File: src/rtl/hazard_ctrl_mc_pkg.sv
`default_nettype none
// ============================================================================
// Module      : hazard_pkg
// Description : Shared types and constants for the RV32 hazard controller.
//               It holds the load-use FSM state encoding, the decoder opcode
//               constants and the default sequential PC increment.
// Revision    : 1.0 - initial release
// ============================================================================
package hazard_pkg;

  // Load-use FSM state encoding
  typedef enum logic [0:0] {
    IDLE    = 1'b0,
    LU_WAIT = 1'b1
  } lu_state_e;

  // Opcode constants for the decoders that feed this block
  localparam logic [6:0] OP_LOAD       = 7'b0000011;
  localparam logic [2:0] OP_BRANCH_GRP = 3'b110;

  // Sequential PC increment for 32-bit instructions
  localparam int PC_INC_DEFAULT = 4;

endpackage : hazard_pkg
`default_nettype wire

File: src/rtl/hazard_ctrl_mc_mc_scoreboard.sv
`default_nettype none
// ============================================================================
// Module      : mc_scoreboard
// Description : Scoreboard for one non-pipelined multi-cycle unit (mul/div).
//               It tracks the busy flag, the remaining latency and the
//               destination of the in-flight op, and it raises a stall on a
//               RAW hit or a structural conflict.
// Ports       : clk, rst           - clock, async active-high reset
//               i_id_*             - ID-stage source/use/mc qualifiers
//               i_ex_*             - EX-stage issue information
//               i_redirect         - EX redirect this cycle (blocks issue)
//               o_busy             - unit occupied
//               o_stall            - RAW or structural stall request
// Revision    : 1.0 - initial release
// ============================================================================
module mc_scoreboard #(
  parameter int REG_AW = 5,
  parameter int MC_LAT = 4
) (
  input  logic              clk,
  input  logic              rst,
  input  logic              i_id_valid,
  input  logic [REG_AW-1:0] i_id_rs1,
  input  logic [REG_AW-1:0] i_id_rs2,
  input  logic              i_id_use_rs1,
  input  logic              i_id_use_rs2,
  input  logic              i_id_is_mc,
  input  logic              i_ex_valid,
  input  logic [REG_AW-1:0] i_ex_rd,
  input  logic              i_ex_wen,
  input  logic              i_ex_is_mc,
  input  logic              i_redirect,
  output logic              o_busy,
  output logic              o_stall
);

  localparam int MC_CW = $clog2(MC_LAT);

  logic [MC_CW-1:0]  r_cnt;
  logic              r_busy;
  logic [REG_AW-1:0] r_rd;

  logic w_issue;
  logic w_ex_mc;
  logic w_raw_inflight;
  logic w_raw_issue;
  logic w_struct;

  // x0 never hazards, so a zero index is a miss by construction
  function automatic logic f_src_hit(input logic              valid,
                                     input logic              use_rs,
                                     input logic [REG_AW-1:0] rs,
                                     input logic [REG_AW-1:0] r);
    return valid & use_rs & (rs != '0) & (rs == r);
  endfunction

  assign w_ex_mc = i_ex_valid & i_ex_is_mc;
  assign w_issue = w_ex_mc & ~i_redirect;

  always_ff @(posedge clk or posedge rst) begin
    if (rst) begin
      r_busy <= 1'b0;
      r_cnt  <= '0;
      r_rd   <= '0;
    end else if (w_issue) begin
      r_busy <= 1'b1;
      r_cnt  <= MC_CW'(MC_LAT - 1);
      r_rd   <= i_ex_wen ? i_ex_rd : '0;
    end else if (r_busy) begin
      // Busy drops on the edge where the counter has reached zero,
      // so the unit reads busy for exactly MC_LAT cycles
      if (r_cnt == '0) begin
        r_busy <= 1'b0;
      end else begin
        r_cnt <= r_cnt - MC_CW'(1);
      end
    end
  end

  assign w_raw_inflight = r_busy & (r_rd != '0) &
                          (f_src_hit(i_id_valid, i_id_use_rs1, i_id_rs1, r_rd) |
                           f_src_hit(i_id_valid, i_id_use_rs2, i_id_rs2, r_rd));

  assign w_raw_issue = w_ex_mc & i_ex_wen &
                       (f_src_hit(i_id_valid, i_id_use_rs1, i_id_rs1, i_ex_rd) |
                        f_src_hit(i_id_valid, i_id_use_rs2, i_id_rs2, i_ex_rd));

  assign w_struct = i_id_valid & i_id_is_mc & (r_busy | w_ex_mc);

  assign o_busy  = r_busy;
  assign o_stall = w_raw_inflight | w_raw_issue | w_struct;

endmodule : mc_scoreboard
`default_nettype wire

File: src/rtl/hazard_ctrl_mc.sv
`default_nettype none
// ============================================================================
// Module      : hazard_ctrl_mc
// Description : Pipeline hazard controller for the 5-stage RV32 core.
//               Load-use stalls with configurable latency, a multi-cycle unit
//               scoreboard, and branch/jump redirect that overrides stalls.
// Ports       : clk, rst                 - clock, async active-high reset
//               id_*                     - ID-stage instruction info
//               ex_*                     - EX-stage instruction info
//               stall_pc, stall_id       - hold PC / IF-ID register
//               flush_id, flush_ex       - zero IF-ID / ID-EX register
//               redirect_valid/_pc       - fetch redirect request/address
//               mc_busy                  - multi-cycle unit occupied
// Revision    : 1.0 - initial release
// ============================================================================
module hazard_ctrl_mc
  import hazard_pkg::*;
#(
  parameter int XLEN     = 32,
  parameter int REG_AW   = 5,
  parameter int LOAD_LAT = 1,
  parameter int MC_LAT   = 4,
  parameter int PC_INC   = PC_INC_DEFAULT
) (
  input  logic              clk,
  input  logic              rst,
  input  logic              id_valid,
  input  logic [REG_AW-1:0] id_rs1,
  input  logic [REG_AW-1:0] id_rs2,
  input  logic              id_use_rs1,
  input  logic              id_use_rs2,
  input  logic              id_is_mc,
  input  logic [XLEN-1:0]   id_pc,
  input  logic              ex_valid,
  input  logic [REG_AW-1:0] ex_rd,
  input  logic              ex_wen,
  input  logic              ex_is_load,
  input  logic              ex_is_mc,
  input  logic              ex_is_ctrl,
  input  logic              ex_taken,
  input  logic [XLEN-1:0]   ex_target,
  input  logic [XLEN-1:0]   ex_pc,
  output logic              stall_pc,
  output logic              stall_id,
  output logic              flush_id,
  output logic              flush_ex,
  output logic              redirect_valid,
  output logic [XLEN-1:0]   redirect_pc,
  output logic              mc_busy
);

  localparam int LU_CW = 3;

  lu_state_e        r_state;
  lu_state_e        w_state_nxt;
  logic [LU_CW-1:0] r_lu_cnt;
  logic [LU_CW-1:0] w_lu_cnt_nxt;

  logic            w_lu_det;
  logic            w_lu_stall;
  logic            w_mc_stall;
  logic            w_mc_busy;
  logic            w_stall_any;
  logic [XLEN-1:0] w_seq_pc;
  logic [XLEN-1:0] w_actual;
  logic            w_redirect;

  function automatic logic f_src_hit(input logic              valid,
                                     input logic              use_rs,
                                     input logic [REG_AW-1:0] rs,
                                     input logic [REG_AW-1:0] r);
    return valid & use_rs & (rs != '0) & (rs == r);
  endfunction

  // --------------------------------------------------------------------------
  // Redirect compare: the XLEN-wide add wraps naturally past the top of memory
  // --------------------------------------------------------------------------
  assign w_seq_pc   = ex_pc + XLEN'(PC_INC);
  assign w_actual   = ex_taken ? ex_target : w_seq_pc;
  assign w_redirect = ex_valid & ex_is_ctrl & (~id_valid | (w_actual != id_pc));

  // --------------------------------------------------------------------------
  // Load-use detection and FSM
  // --------------------------------------------------------------------------
  assign w_lu_det = ex_valid & ex_is_load & ex_wen &
                    (f_src_hit(id_valid, id_use_rs1, id_rs1, ex_rd) |
                     f_src_hit(id_valid, id_use_rs2, id_rs2, ex_rd));

  always_ff @(posedge clk or posedge rst) begin
    if (rst) begin
      r_state  <= IDLE;
      r_lu_cnt <= '0;
    end else begin
      r_state  <= w_state_nxt;
      r_lu_cnt <= w_lu_cnt_nxt;
    end
  end

  always_comb begin
    w_state_nxt  = r_state;
    w_lu_cnt_nxt = r_lu_cnt;
    if (w_redirect) begin
      // A younger-than-branch stall sequence is abandoned
      w_state_nxt  = IDLE;
      w_lu_cnt_nxt = '0;
    end else begin
      case (r_state)
        IDLE: begin
          // The detect cycle is itself the first bubble
          if (w_lu_det && (LOAD_LAT > 1)) begin
            w_state_nxt  = LU_WAIT;
            w_lu_cnt_nxt = LU_CW'(LOAD_LAT - 1);
          end
        end
        LU_WAIT: begin
          if (r_lu_cnt == LU_CW'(1)) begin
            w_state_nxt  = IDLE;
            w_lu_cnt_nxt = '0;
          end else begin
            w_lu_cnt_nxt = r_lu_cnt - LU_CW'(1);
          end
        end
        default: begin
          w_state_nxt  = IDLE;
          w_lu_cnt_nxt = '0;
        end
      endcase
    end
  end

  always_comb begin
    w_lu_stall = 1'b0;
    case (r_state)
      IDLE:    w_lu_stall = w_lu_det;
      LU_WAIT: w_lu_stall = 1'b1;
      default: w_lu_stall = 1'b0;
    endcase
  end

  // --------------------------------------------------------------------------
  // Multi-cycle unit scoreboard
  // --------------------------------------------------------------------------
  mc_scoreboard #(
    .REG_AW (REG_AW),
    .MC_LAT (MC_LAT)
  ) u_mc_scoreboard (
    .clk          (clk),
    .rst          (rst),
    .i_id_valid   (id_valid),
    .i_id_rs1     (id_rs1),
    .i_id_rs2     (id_rs2),
    .i_id_use_rs1 (id_use_rs1),
    .i_id_use_rs2 (id_use_rs2),
    .i_id_is_mc   (id_is_mc),
    .i_ex_valid   (ex_valid),
    .i_ex_rd      (ex_rd),
    .i_ex_wen     (ex_wen),
    .i_ex_is_mc   (ex_is_mc),
    .i_redirect   (w_redirect),
    .o_busy       (w_mc_busy),
    .o_stall      (w_mc_stall)
  );

  // --------------------------------------------------------------------------
  // Output merge: redirect wins over every stall; everything is held low
  // during reset, including the combinational redirect address
  // --------------------------------------------------------------------------
  assign w_stall_any = w_lu_stall | w_mc_stall;

  always_comb begin
    stall_pc       = 1'b0;
    stall_id       = 1'b0;
    flush_id       = 1'b0;
    flush_ex       = 1'b0;
    redirect_valid = 1'b0;
    redirect_pc    = '0;
    mc_busy        = 1'b0;
    if (!rst) begin
      redirect_pc    = w_actual;
      redirect_valid = w_redirect;
      mc_busy        = w_mc_busy;
      if (w_redirect) begin
        flush_id = 1'b1;
        flush_ex = 1'b1;
      end else if (w_stall_any) begin
        stall_pc = 1'b1;
        stall_id = 1'b1;
        flush_ex = 1'b1;
      end
    end
  end

endmodule : hazard_ctrl_mc
`default_nettype wire

File: config.mk
export PLATFORM = sky130hd
export DESIGN_NAME = hazard_ctrl_mc
export DESIGN_NICKNAME = d
export VERILOG_FILES = /design/src/rtl/hazard_ctrl_mc_pkg.sv /design/src/rtl/hazard_ctrl_mc_mc_scoreboard.sv /design/src/rtl/hazard_ctrl_mc.sv
export SDC_FILE = /design/constraint.sdc
export NUM_CORES = 1
export LEC_CHECK = 0
export CAP_MARGIN = 25
export CORE_AREA = 2 2 90 92
export CTS_BUF_LIST = sky130_fd_sc_hd__clkbuf_4 sky130_fd_sc_hd__clkbuf_8 sky130_fd_sc_hd__clkbuf_16
export DETAILED_ROUTE_END_ITERATION = 12
export DIE_AREA = 0 0 92 94
export GPL_ROUTABILITY_DRIVEN = 0
export GPL_TIMING_DRIVEN = 0
export PLACE_DENSITY = 0.87
export SYNTH_ARGS = -nofsm -noshare
export SYNTH_HDL_FRONTEND = slang
export SYNTH_SLANG_ARGS = --single-unit
File: constraint.sdc
create_clock -name clk -period 12 [get_ports clk]
set_input_delay 2.4 -clock clk [delete_from_list [all_inputs] [get_ports clk]]
set_output_delay 2.4 -clock clk [all_outputs]
set_load 0.02 [all_outputs]
* After elaboration in Yosys (flattened, before gate mapping)
Index checks and enable logic that the tools add are counted.
** Cells by class
- Add/subtract/negate cells :: 3
- Multipliers :: 0
- Div/mod/pow operators :: 0
- Order comparisons :: 0
- Equal/unequal tests :: 7
- Shift operators :: 0
- Mux-type cells :: 25
- Bitwise operators :: 31
- Reduce and logical (&&, ||, !) cells :: 7
** Operators by type and width (number)
- $mux W32 :: 2
- $add A32 B3 Y32 const B :: 1
- $ne A32 B32 Y1 :: 1
- $and A1 B1 Y1 :: 21
- $eq A5 B5 Y1 :: 4
- $mux W1 :: 15
- $reduce_bool A5 Y1 :: 3
- $mux W3 :: 3
- $or A1 B1 Y1 :: 7
- $mux W2 :: 3
- $mux W5 :: 1
- $reduce_bool A2 Y1 :: 2
- $eq A3 B1 Y1 const B :: 1
- $not A1 Y1 :: 3
- $sub A3 B1 Y3 const B :: 1
- $logic_not A2 Y1 :: 1
- $ne A2 B1 Y1 const B :: 1
- $pmux W1 S2 :: 1
- $reduce_and A2 Y1 :: 1
- $sub A2 B1 Y2 const B :: 1
** Word-level totals
- Bits in registers :: 12
- Bits in latches :: 0
- RAM bits :: 0
- Bits in read-only memories :: 0
- Input port bits :: 123
- Output and inout port bits :: 38
- Word-level logic and storage cells :: 78
- Memories :: 0

* Logic depth before layout (Yosys ltp)
Gate-level depths: netlist of run 1.
- Depth in word-level cells :: 11
- Depth in mapped cells :: 11
- Mapped depth without buffers :: 9

* By module
A second synthesis of run 1 with hierarchy kept.
** Unflattened totals
- Cell total of the unflattened synthesis :: 546
- Area total of the unflattened synthesis :: 3721.1 µm²
** By module, submodules not included
- hazard_ctrl_mc :: instances 1, cells an instance 473, area each 3083.0 µm², sequential area each 100.1 µm²
- mc_scoreboard :: instances 1, cells an instance 73, area each 638.1 µm², sequential area each 200.2 µm²

* Worst setup path before layout of run 1
OpenSTA, ideal clock, no wires.
- Path type :: input port to output port
- Start :: in ex_pc[2]
- End :: out stall_pc
- Arrival :: 5.121 ns
- Required time :: 9.600 ns
- Setup slack :: 4.479 ns
- Cell stages on the path :: 11
- Buffers on the path :: 2
- Cells stage by stage :: ha_1 nand3_1 or3_1 clkbuf_2 a221o_1 a2111oi_2 a41oi_1 nand4b_4 o311ai_4 nor2b_1 buf_4
** Between the ends
- Word-level cells in the longest chain between the ends :: 7
** RTL lines
- start, declared :: RTL line hazard_ctrl_mc.sv:42 : input logic [XLEN-1:0] ex_pc,
- $add A32 B3 Y32 :: RTL line hazard_ctrl_mc.sv:78 : assign w_seq_pc = ex_pc + XLEN'(PC_INC);
- $mux W32 :: RTL line hazard_ctrl_mc.sv:79 : assign w_actual = ex_taken ? ex_target : w_seq_pc;
- $ne A32 B32 Y1 :: RTL line hazard_ctrl_mc.sv:80 : assign w_redirect = ex_valid & ex_is_ctrl & (~id_valid | (w_actual != id_pc));
- $or A1 B1 Y1 :: RTL line hazard_ctrl_mc.sv:80
- $and A1 B1 Y1 :: RTL line hazard_ctrl_mc.sv:80
- $mux W1 (2 in series)
- end, declared :: RTL line hazard_ctrl_mc.sv:43 : output logic stall_pc,
No other way between the ends.

* Final worst setup path of run 1
- Start :: in ex_pc[2]
- End :: out stall_pc
** Between the ends
- Word-level cells in the longest chain between the ends :: 7
** RTL lines
- $add A32 B3 Y32 :: RTL line hazard_ctrl_mc.sv:78
- $mux W32 :: RTL line hazard_ctrl_mc.sv:79
- $ne A32 B32 Y1 :: RTL line hazard_ctrl_mc.sv:80
- $or A1 B1 Y1 :: RTL line hazard_ctrl_mc.sv:80
- $and A1 B1 Y1 :: RTL line hazard_ctrl_mc.sv:80
- $mux W1 :: RTL line hazard_ctrl_mc.sv:182 : if (w_redirect) begin
- $mux W1 :: RTL line hazard_ctrl_mc.sv:178 : if (!rst) begin
No other way between the ends.

==> reports/metrics.cfg, run 1 <==
[clock_network]
cts_sinks=12
path_clk_slew_ps=50
tritoncts=built
cts_buffers=3
htree_levels=1
clk_latency_ps=250
post_cts_buffers=0
root_buffer=clkbuf_8
clk_path_buf_depth=2
cts_hold_buffers=0
cts.repair.resized=0

[floorplanning]
io_pins=161
die_y_um=94
fp-row-count=32
start_util_pct=45.6
core_sq_mm=0.00761
dieArea_sq_mm=0.00865
chipWidth_um=92

[cells_and_area]
final_util_pct=67.7
fill_cells=640
layout.nets=772
register_area_sq_um=300
multi_input_area_sq_mm=0.00294
design_area_sq_mm=0.00515
diodes=0
drive_gt1_share_pct=5.13
synthToLayoutAreaGrowth_pct=48.4

[worst_setup_path]
crit_arrival_ps=6650
cp_max_fo=8
r2r_end=r_lu_cnt[0]
startpoint=ex_pc[2]
worstRegToRegCells=6
r2r_slack_ps=10690
path_class=in2out
r2r_start=r_lu_cnt[1]
worstPathRequired_ps=9600
critPathLaunchType=input pin
end_kind=output pin

[grt]
grt.overflow.total=0
grt_pass1_vias=4506
grt_max_degree=16
antenna_found_initial=0
track_usage_pct=32.2
grt_pass1_wl_um=22000

[drt]
drtIter0Drc=381
drc=0
vias=4676
drtPass1Iterations=6
wl_per_cell_um=19.6
vias_per_cell=6.28
ant_nets=0
wirelength_um=14600

[power_and_ir_drop]
intPower_mw=0.169
seqPwrFrac_pct=19.3
p_switching_mw=0.130
p_leak_nw=1.91
max-vdd-ir-drop_mv=0.0421
combPwrFrac_pct=68.1
p_sw_share_pct=43.5
power_frac_clock_pct=12.6
powerDensity_mw_per_mm2=58.0

[timing]
max_freq_mhz=111
fin_crit_ps=9050
slew_headroom_pct=49.5
finalSetupViolCount=0
hold_viol_final=0
fin_skew_ps=2.14
whs_ps=534
worst_pin_slew_ps=757
slew_viol_final=0
totalNegativeSetupSlack_ps=0
timing.final.crit_share_pct=75.4
rsz0062_at_grt=false
fin_ws_ps=2950

[run_status]
status=finished clean

[yosys]
ys.flop_type=dfrtp_1
yosysSeqAreaShare_pct=8.65
synth.avg_cell_area_sq_um=7.10
synth_cell_type_count=77
ys_ff_latch=12
synth_nets=616
synthCells=489
synth_edf_count=0
yosys_warnings=0
synth_area_sq_mm=0.00347
async_reset_ff_share_pct=100

[hold_path]
min_to=u_mc_scoreboard.r_cnt[1]
hold_path_class=reg2reg
worstHoldStart=u_mc_scoreboard.r_cnt[1]
hold_depth=1

[placed_design]
place_hpwl_um=11800
post-place-ws_ps=3050
placed_cell_area_sq_mm=0.00511
io_buffers=151

[flow_run]
cap_violations=0

## cells by family (layout without fill, tap and decap cells)
logic type,after synthesis,count (layout),synth area share (%)
AOI/OAI and AO/OA,104,104,23.1
xor gates and xnor gates,79,79,19.9
adders and majority gates,4,4,1.44
buffers and inverters,55,209,6.56
DFF,12,12,8.65
muxes,13,13,3.79
and+or+nand+nor,222,222,36.6
## how the worst max path moves through the flow
stage | depth (start not counted) | slack (ps) | to
6_report | 13 | 2950 | stall_pc
5_1_grt | 13 | 2720 | stall_pc
4_1_cts | 13 | 3040 | stall_pc
3_5_place_dp | 13 | 3050 | stall_pc
3_3_place_gp | 13 | 3140 | stall_pc
2_1_floorplan | 11 | 4480 | stall_pc
## power by group through the flow
stage                     Sequential [mW]  Combinational (mW)  Clock, mW
final                              0.0577               0.204     0.0376
after global routing               0.0579               0.215     0.0385
after CTS                          0.0570               0.200     0.0364
after detailed placement           0.0573               0.196          0
after global placement             0.0567               0.189          0
after floorplan                    0.0544               0.102          0
## metal layers
metal / track usage (%) / vias up / wire length (um)
met5: 0 / - / 0
met1: 39.3 / 2137 / 5520
met3: 7.22 / 54 / 1720
met2: 54.7 / 362 / 6760
met4: 13.3 / 0 / 570
li1: - / 2123 / -
## cells in the mapped netlist (all sizes together), types with 3 or more instances
library cell / number / area share, %
nor2: 50 / 5.4
or4: 7 / 1.5
o21ai: 12 / 1.7
nor3: 19 / 2.9
nor3b: 3 / 0.65
xor2: 37 / 9.3
o221ai: 5 / 1.3
dfrtp: 12 / 8.7
nand4: 20 / 3.8
nor4: 16 / 4.0
a31oi: 5 / 0.90
xnor2: 42 / 11
o2111ai: 5 / 1.3
clkbuf: 13 / 1.4
nand2: 31 / 3.4
a21boi: 3 / 0.65
and3: 5 / 0.90
ha: 4 / 1.4
a2111oi: 5 / 1.4
a22oi: 5 / 1.1
buf: 16 / 2.3
a21oi: 21 / 3.0
a211oi: 5 / 1.1
o211a: 4 / 1.2
and2: 5 / 0.90
o31ai: 4 / 1.0
nand3: 16 / 2.5
nor2b: 10 / 1.8
or3: 12 / 2.3
and4: 4 / 1.0
mux2i: 12 / 3.5
inv: 26 / 2.8
or2: 4 / 0.72
nand2b: 11 / 2.0
a311oi: 6 / 1.5
## cell usage in the layout, fill, tap and decap left out, types with 5 or more instances in the layout
cell               n
o221ai_1           5
xor2_1            37
nor2_1            50
nand2b_1          11
a311oi_1           6
mux2i_1           12
and2_1             5
inv_1             26
or3_1             11
xnor2_1           42
nand2_1           30
a22oi_1            5
dfrtp_1           12
buf_2             10
or4_1              7
nor3_1            18
nand4_1           19
o21ai_0           11
clkdlybuf4s50_1  151
a21oi_1           21
nor2b_1           10
nand3_1           15
and3_1             5
clkbuf_1          12
a31oi_1            5
o2111ai_1          5
nor4_1            11
a211oi_1           5
## stage by stage
stage	cells	power (mW)
6_report	745	0.299
5_1_grt	745	0.311
4_1_cts	745	0.293
3_5_place_dp	742	0.254
3_3_place_gp	742	0.246
2_1_floorplan	489	0.157
## sequential cells by signal (all words and copies together) (netlist names)
signal	count
r_lu_cnt	3
u_mc_scoreboard.o_busy	1
r_state	1
u_mc_scoreboard.r_rd	5
u_mc_scoreboard.r_cnt	2
## critical path: stages
cell and delay [ps]:
clkdlybuf4s50_1 600, ha_1 220, nand3_1 260, or3_1 390, clkbuf_2 160, a221o_1 280
a2111oi_2 430, a41oi_1 240, nand4b_4 280, o311ai_4 460, nor2b_1 220, buf_4 120
clkdlybuf4s50_1 580
## cell type report
type / instances / area share (%)
sequential: 12 / 5.83
tap: 102 / 2.48
inverter: 26 / 1.89
clock buffer: 3 / 0.802
buffer: 29 / 2.53
multi-input combinational: 422 / 57.1
timing repair buffer: 151 / 29.3
Power figures use the tool's default switching activity.
==> run 2: changes to the inputs <==
--- a/config.mk
+++ b/config.mk
@@ -6,13 +6,13 @@
 export NUM_CORES = 1
 export LEC_CHECK = 0
 export CAP_MARGIN = 25
-export CORE_AREA = 2 2 90 92
+export CORE_AREA = 2 2 98 100
 export CTS_BUF_LIST = sky130_fd_sc_hd__clkbuf_4 sky130_fd_sc_hd__clkbuf_8 sky130_fd_sc_hd__clkbuf_16
 export DETAILED_ROUTE_END_ITERATION = 12
-export DIE_AREA = 0 0 92 94
+export DIE_AREA = 0 0 100 102
 export GPL_ROUTABILITY_DRIVEN = 0
 export GPL_TIMING_DRIVEN = 0
-export PLACE_DENSITY = 0.87
+export PLACE_DENSITY = 0.78
 export SYNTH_ARGS = -nofsm -noshare
 export SYNTH_HDL_FRONTEND = slang
 export SYNTH_SLANG_ARGS = --single-unit
==> constraint.sdc (replaced) <==
create_clock -name clk -period 8 [get_ports clk]
set_input_delay 1.6 -clock clk [delete_from_list [all_inputs] [get_ports clk]]
set_output_delay 1.6 -clock clk [all_outputs]
set_load 0.02 [all_outputs]
==> reports/metrics.cfg, run 2 (same netlist as run 1, synthesis figures left out) <==
[placed_design]
post-place-ws_ps=615
place_hpwl_um=12000
placed_cell_area_sq_mm=0.00512
dpl.cell_count=751
io_buffers=151

[clock_network]
post_cts_buffers=0
clk_path_buf_depth=2
tritoncts=built
path_clk_slew_ps=50
cts.repair.resized=0
cts_buffers=3
root_buffer=clkbuf_8
cts_hold_buffers=0
clk_latency_ps=240
cts_sinks=12
htree_levels=1

[cells_and_area]
design_area_sq_mm=0.00516
instances_no_fill=754
register_area_sq_um=300
final_common_cell=clkdlybuf4s50_1
diodes=0
reg_top3=u_mc_scoreboard.r_rd (5), r_lu_cnt (3), u_mc_scoreboard.r_cnt (2)
layout.nets=772
synthToLayoutAreaGrowth_pct=48.7
final_util_pct=56.7
top_register=u_mc_scoreboard.r_rd
largest_reg_flops=5
multi_input_area_sq_mm=0.00294
final_cell_mix=clkdlybuf4s50_1, nor2_1, xnor2_1
fill_cells=861
drive_gt1_share_pct=5.13

[power_and_ir_drop]
powerDensity_mw_per_mm2=85.0
max-vdd-ir-drop_mv=0.0658
p_leak_nw=1.91

[grt]
antenna_found_initial=0
grt-busiest-layer=met2
grt.overflow.total=0
use_met1_pct=36.5
track_usage_pct=28.3
grt_pass1_vias=4587
grt_max_degree=16
grt_pass1_wl_um=22900
use_met2_pct=46.0
met3_usage_pct=5.75

[floorplanning]
io_pins=161
chipWidth_um=100
die_y_um=102
start_util_pct=38.1
core_sq_mm=0.00911
dieArea_sq_mm=0.0102
fp-row-count=35

[timing]
hold_viol_final=0
fin_ws_ps=505
slew_viol_final=0
max_freq_mhz=133
finalSetupViolCount=0
timing.final.crit_share_pct=93.7
rsz0062_at_grt=false
fin_crit_ps=7500
fin_skew_ps=1.31
slew_headroom_pct=47.5
worst_pin_slew_ps=788
totalNegativeSetupSlack_ps=0

[worst_setup_path]
path_class=in2out
worstPathRequired_ps=6400
crit_arrival_ps=5900
cp_max_fo=10
end_kind=output pin
critPathLaunchType=input pin

[drt]
vias_per_cell=6.19
wl_per_cell_um=19.9
vias=4665
drc=0
drtPass1Iterations=6
wirelength_um=15000
ant_nets=0
drtIter0Drc=430

[run_status]
status=finished clean

[hold_path]
hold_path_class=reg2reg

[flow_run]
cap_violations=0

## run 2: where the power goes
group	internal [mW]	switching [mW]	leakage [nW]
registers	0.0733	0.0117	0.154
clock network	0.0331	0.0212	0.0216
logic	0.146	0.154	1.73
## run 2: cell type report
| cell class | instances | share of cell area (%) |
|---|---|---|
| well taps | 111 | 2.69 |
| multi-input cells | 422 | 57.0 |
| inverters | 26 | 1.89 |
| plain buffers | 29 | 2.52 |
| clock buffers | 3 | 0.800 |
| flip-flops and latches | 12 | 5.82 |
| repair buffers | 151 | 29.3 |
## run 2: final timing paths
path                                           from                  endpoint  slack, ps  cells after the start
min                        u_mc_scoreboard.r_cnt[1]  u_mc_scoreboard.r_cnt[1]        480                      1
max reg2reg                             r_lu_cnt[1]               r_lu_cnt[0]       6700                      6
max                                        ex_pc[2]                  stall_pc        500                     13
min in group asynchronous                       rst   u_mc_scoreboard.r_rd[1]       1550                      2
max in group asynchronous                       rst               r_lu_cnt[2]       6050                      2
min reg2reg                u_mc_scoreboard.r_cnt[1]  u_mc_scoreboard.r_cnt[1]        480                      1
## run 2: critical path, cell delays in order
cell             delay [ps]
clkdlybuf4s50_1         620
ha_1                    230
nand3_1                 300
buf_2                   340
nor4_1                  480
a31o_2                  250
a311oi_1                110
nor4_1                  350
nand3_1                 240
o311ai_4                430
nor2b_1                 220
buf_4                   130
clkdlybuf4s50_1         590
## run 2: through the flow
stage / total power, mW / hold WS [ps]
final: 0.439 / 482
after global routing: 0.465 / 503
after CTS: 0.434 / 488
after detailed placement: 0.377 / 482
after global placement: 0.371 / 469
after floorplan: 0.235 / 459
## run 2: metal layers
metal	share of wire, %	wire [um]
met5	0	0
met2	45	6730
met1	39	5920
met4	4.1	610
met3	12	1750
==> run 3: changes to the inputs <==
--- a/config.mk
+++ b/config.mk
@@ -8,6 +8,7 @@
 export CAP_MARGIN = 25
 export CORE_AREA = 2 2 98 100
 export CTS_BUF_LIST = sky130_fd_sc_hd__clkbuf_4 sky130_fd_sc_hd__clkbuf_8 sky130_fd_sc_hd__clkbuf_16
+export CTS_CLUSTER_SIZE = 25
 export DETAILED_ROUTE_END_ITERATION = 12
 export DIE_AREA = 0 0 100 102
 export GPL_ROUTABILITY_DRIVEN = 0
==> results of run 3 <==
Final layout, timing and power as in run 2 (identical DEF).
==> RTL edit, RTL diff (config.mk and constraints of run 3) <==
Reset style: synchronous (`rst`), changed in 2 clocked blocks. Comments in the files are not updated.
--- a/src/rtl/hazard_ctrl_mc_mc_scoreboard.sv
+++ b/src/rtl/hazard_ctrl_mc_mc_scoreboard.sv
@@ -57,7 +57,7 @@
   assign w_ex_mc = i_ex_valid & i_ex_is_mc;
   assign w_issue = w_ex_mc & ~i_redirect;
 
-  always_ff @(posedge clk or posedge rst) begin
+  always_ff @(posedge clk) begin
     if (rst) begin
       r_busy <= 1'b0;
       r_cnt  <= '0;
--- a/src/rtl/hazard_ctrl_mc.sv
+++ b/src/rtl/hazard_ctrl_mc.sv
@@ -86,7 +86,7 @@
                     (f_src_hit(id_valid, id_use_rs1, id_rs1, ex_rd) |
                      f_src_hit(id_valid, id_use_rs2, id_rs2, ex_rd));
 
-  always_ff @(posedge clk or posedge rst) begin
+  always_ff @(posedge clk) begin
     if (rst) begin
       r_state  <= IDLE;
       r_lu_cnt <= '0;
Check against the original RTL: no difference found for any inputs over 10 cycles, from zero or initial values and one cycle with rst high; that may be too few to reach the edited logic, so the function may still have changed.
==> RTL edit against run 3 <==
Global-route usage down 2.9 points. Wire length is 9.1% lower. Cell count down 3.4%. Combinational power fell by 17%. Largest cell class unchanged. Power shrank 14%. Setup slack lost 0.27 ns. Fmax decreased by 3.4%. Design area down 3.0%. Sequential cell count stayed put. Highest routed layer unchanged. Non-clock buffer count rose by 1. Area after synthesis decreased by 4.8%. Clock power rose by 23%.
==> RTL edit: results (changes against run 3) <==
metric;value;unit;change
status;finished clean;;
wirelength;13.63;mm;-9.1%
dp_hpwl;11.23;mm;-6.8%
p_leak;0.001781;uW;-6.6%
io_buffers;151;;unchanged
crit_arrival;6.16;ns;+0.26 ns
slowest_delay;0.76;ns;+0.14 ns
use_met3;4.856;%;-0.89 points
nNetsFinal;745;;-3.5%
gr-usage-all-layers;25.32;%;-2.9 points
drive_gt1_share;6.321;%;+1.2 points
drt_iter0_drc;265;;-38%
reg_top3;u_mc_scoreboard.r_rd (5), r_lu_cnt (3), u_mc_scoreboard.r_cnt (2);;
synth.net_count;589;;-4.4%
antenna_found_initial;0;;unchanged
synth_ff_type;dfxtp_1;;
use_met1;30.84;%;-5.6 points
cts_buffers;3;;unchanged
ir_drop;41.15;uV;-37%
h-tree-depth;1;;unchanged
grt_pass1_vias;4211;;-8.2%
viasPerCell;5.837;;-5.7%
cp-endpoint;stall_pc;;
postCtsSetupRepairBufs;0;;unchanged
synthTopCellsByArea;xnor2_1 14%, xor2_1 9.8%, dfxtp_1 7.3%;;
cts_buffer_depth;2;;unchanged
cts_resized;0;;unchanged
clk_pin_slew;0.05;ns;about the same
yosysTopAreaCell;xnor2_1;;
cts-root-buf;clkbuf_8;;
max_slew_margin;43.89;%;-3.6 points
cts_hold_buf;0;;unchanged
slowest_stage;a2111oi_0;;
yosysUniqueCellTypes;78;;+1.3%
grt_pass1_wl;20.62;mm;-9.7%
fill_cells;884;;+2.7%
reg2reg_from;u_mc_scoreboard.r_cnt[0]$_SDFFE_PP0P_;;
async_flop_share;0;%;-100 points
synth-edff-count;0;;unchanged
first_pass_iters;5;;-1
yosysWarnings;0;;unchanged
path_max_fanout;10;;unchanged
finClkSkew;0.0006935;ns;-0.0006185 ns
clkLatencyLatePin;0.24;ns;about the same
reg2reg_depth;6;;unchanged
synth_top_cells_by_count;52 x nor2_1, 51 x xnor2_1, 37 x xor2_1, 29 x nand2_1, 24 x a21oi_1;;
grt_use_met2;45.43;%;-0.57 points
grt_max_degree;11;;-5
yosysSeqAreaShare;7.270;%;-1.4 points
r2r-end;u_mc_scoreboard.r_cnt[1]$_SDFFE_PP0P_;;
hp-class;register to register;;
cp-startpoint;ex_pc[4];;
antenna_cells;0;;unchanged
min_path_cells;2;;+1
regToRegSetupSlack;6.73;ns;+0.03 ns
-- RTL edit: cell count changes in the layout (fill, tap and decap cells not counted), moves of 5 or more --
cell            run 3  this run
dfxtp_1             0        12
inv_1              26        15
or3_1              11         3
and3_1              5        10
dfrtp_1            12         0
xnor2_1            42        51
-- RTL edit: per-stage QoR --
stage	setup slack [ns]	std cells	cell area, um^2	hold slack (ns)	utilization, %
floorplan	1.716	462	3304	0.4818	-
detailed placement	0.4578	724	4955	0.5182	54.40
CTS	0.4273	728	5010	0.5305	55.00
global placement	0.4617	724	4955	0.5089	54.40
global route	0.06542	728	5010	0.5736	55.00
finish	0.2382	728	5010	0.5333	55.00
-- RTL edit: worst max-delay path: cells and delay by family --
family                 cells  cell delay (ns)
AND/OR/NAND/NOR            5             1.15
AO/OA/AOI/OAI              4             1.77
buffers and inverters      4             1.64
-- RTL edit: worst min-delay path by stage --
stage / to / startpoint / slack [ns]
6_report: u_mc_scoreboard.r_rd[1]$_SDFFE_PP0P_ / u_mc_scoreboard.r_rd[1]$_SDFFE_PP0P_ / 0.53
5_1_grt: u_mc_scoreboard.r_rd[1]$_SDFFE_PP0P_ / u_mc_scoreboard.r_rd[1]$_SDFFE_PP0P_ / 0.57
4_1_cts: u_mc_scoreboard.r_rd[1]$_SDFFE_PP0P_ / u_mc_scoreboard.r_rd[1]$_SDFFE_PP0P_ / 0.53
3_5_place_dp: u_mc_scoreboard.r_rd[1]$_SDFFE_PP0P_ / u_mc_scoreboard.r_rd[1]$_SDFFE_PP0P_ / 0.52
3_3_place_gp: u_mc_scoreboard.r_rd[1]$_SDFFE_PP0P_ / u_mc_scoreboard.r_rd[1]$_SDFFE_PP0P_ / 0.51
2_1_floorplan: u_mc_scoreboard.r_rd[1]$_SDFFE_PP0P_ / u_mc_scoreboard.r_rd[1]$_SDFFE_PP0P_ / 0.48
-- RTL edit: metal layers --
metal | part of all wire, % | up-vias
met4 | 2.5 | 0
met2 | 48 | 232
li1 | - | 1997
met1 | 39 | 1985
met3 | 10 | 35
met5 | 0 | -
-- RTL edit: layout make-up --
cell class                 instances  area share (%)
buffer                            30           3.097
clock buffer                       4           1.099
inverter                          17           1.274
multi-input combinational        403           56.79
sequential                        12           4.795
tap                              111           2.772
timing repair buffer             151           30.17
-- RTL edit: power by group --
group	internal, uW	switching (uW)
Combinational	125	123
Sequential	61.2	1.33
Clock	43.6	23.2
-- RTL edit: logic make-up after synthesis --
family / after synthesis / share of synthesized area, %
and+or+nand+nor: 199 / 33.17
muxes: 16 / 5.074
buffers and inverters: 47 / 6.626
adders and majority gates: 4 / 1.515
DFF: 12 / 7.270
xor gates and xnor gates: 90 / 24.73
AOI/OAI and AO/OA: 94 / 21.62
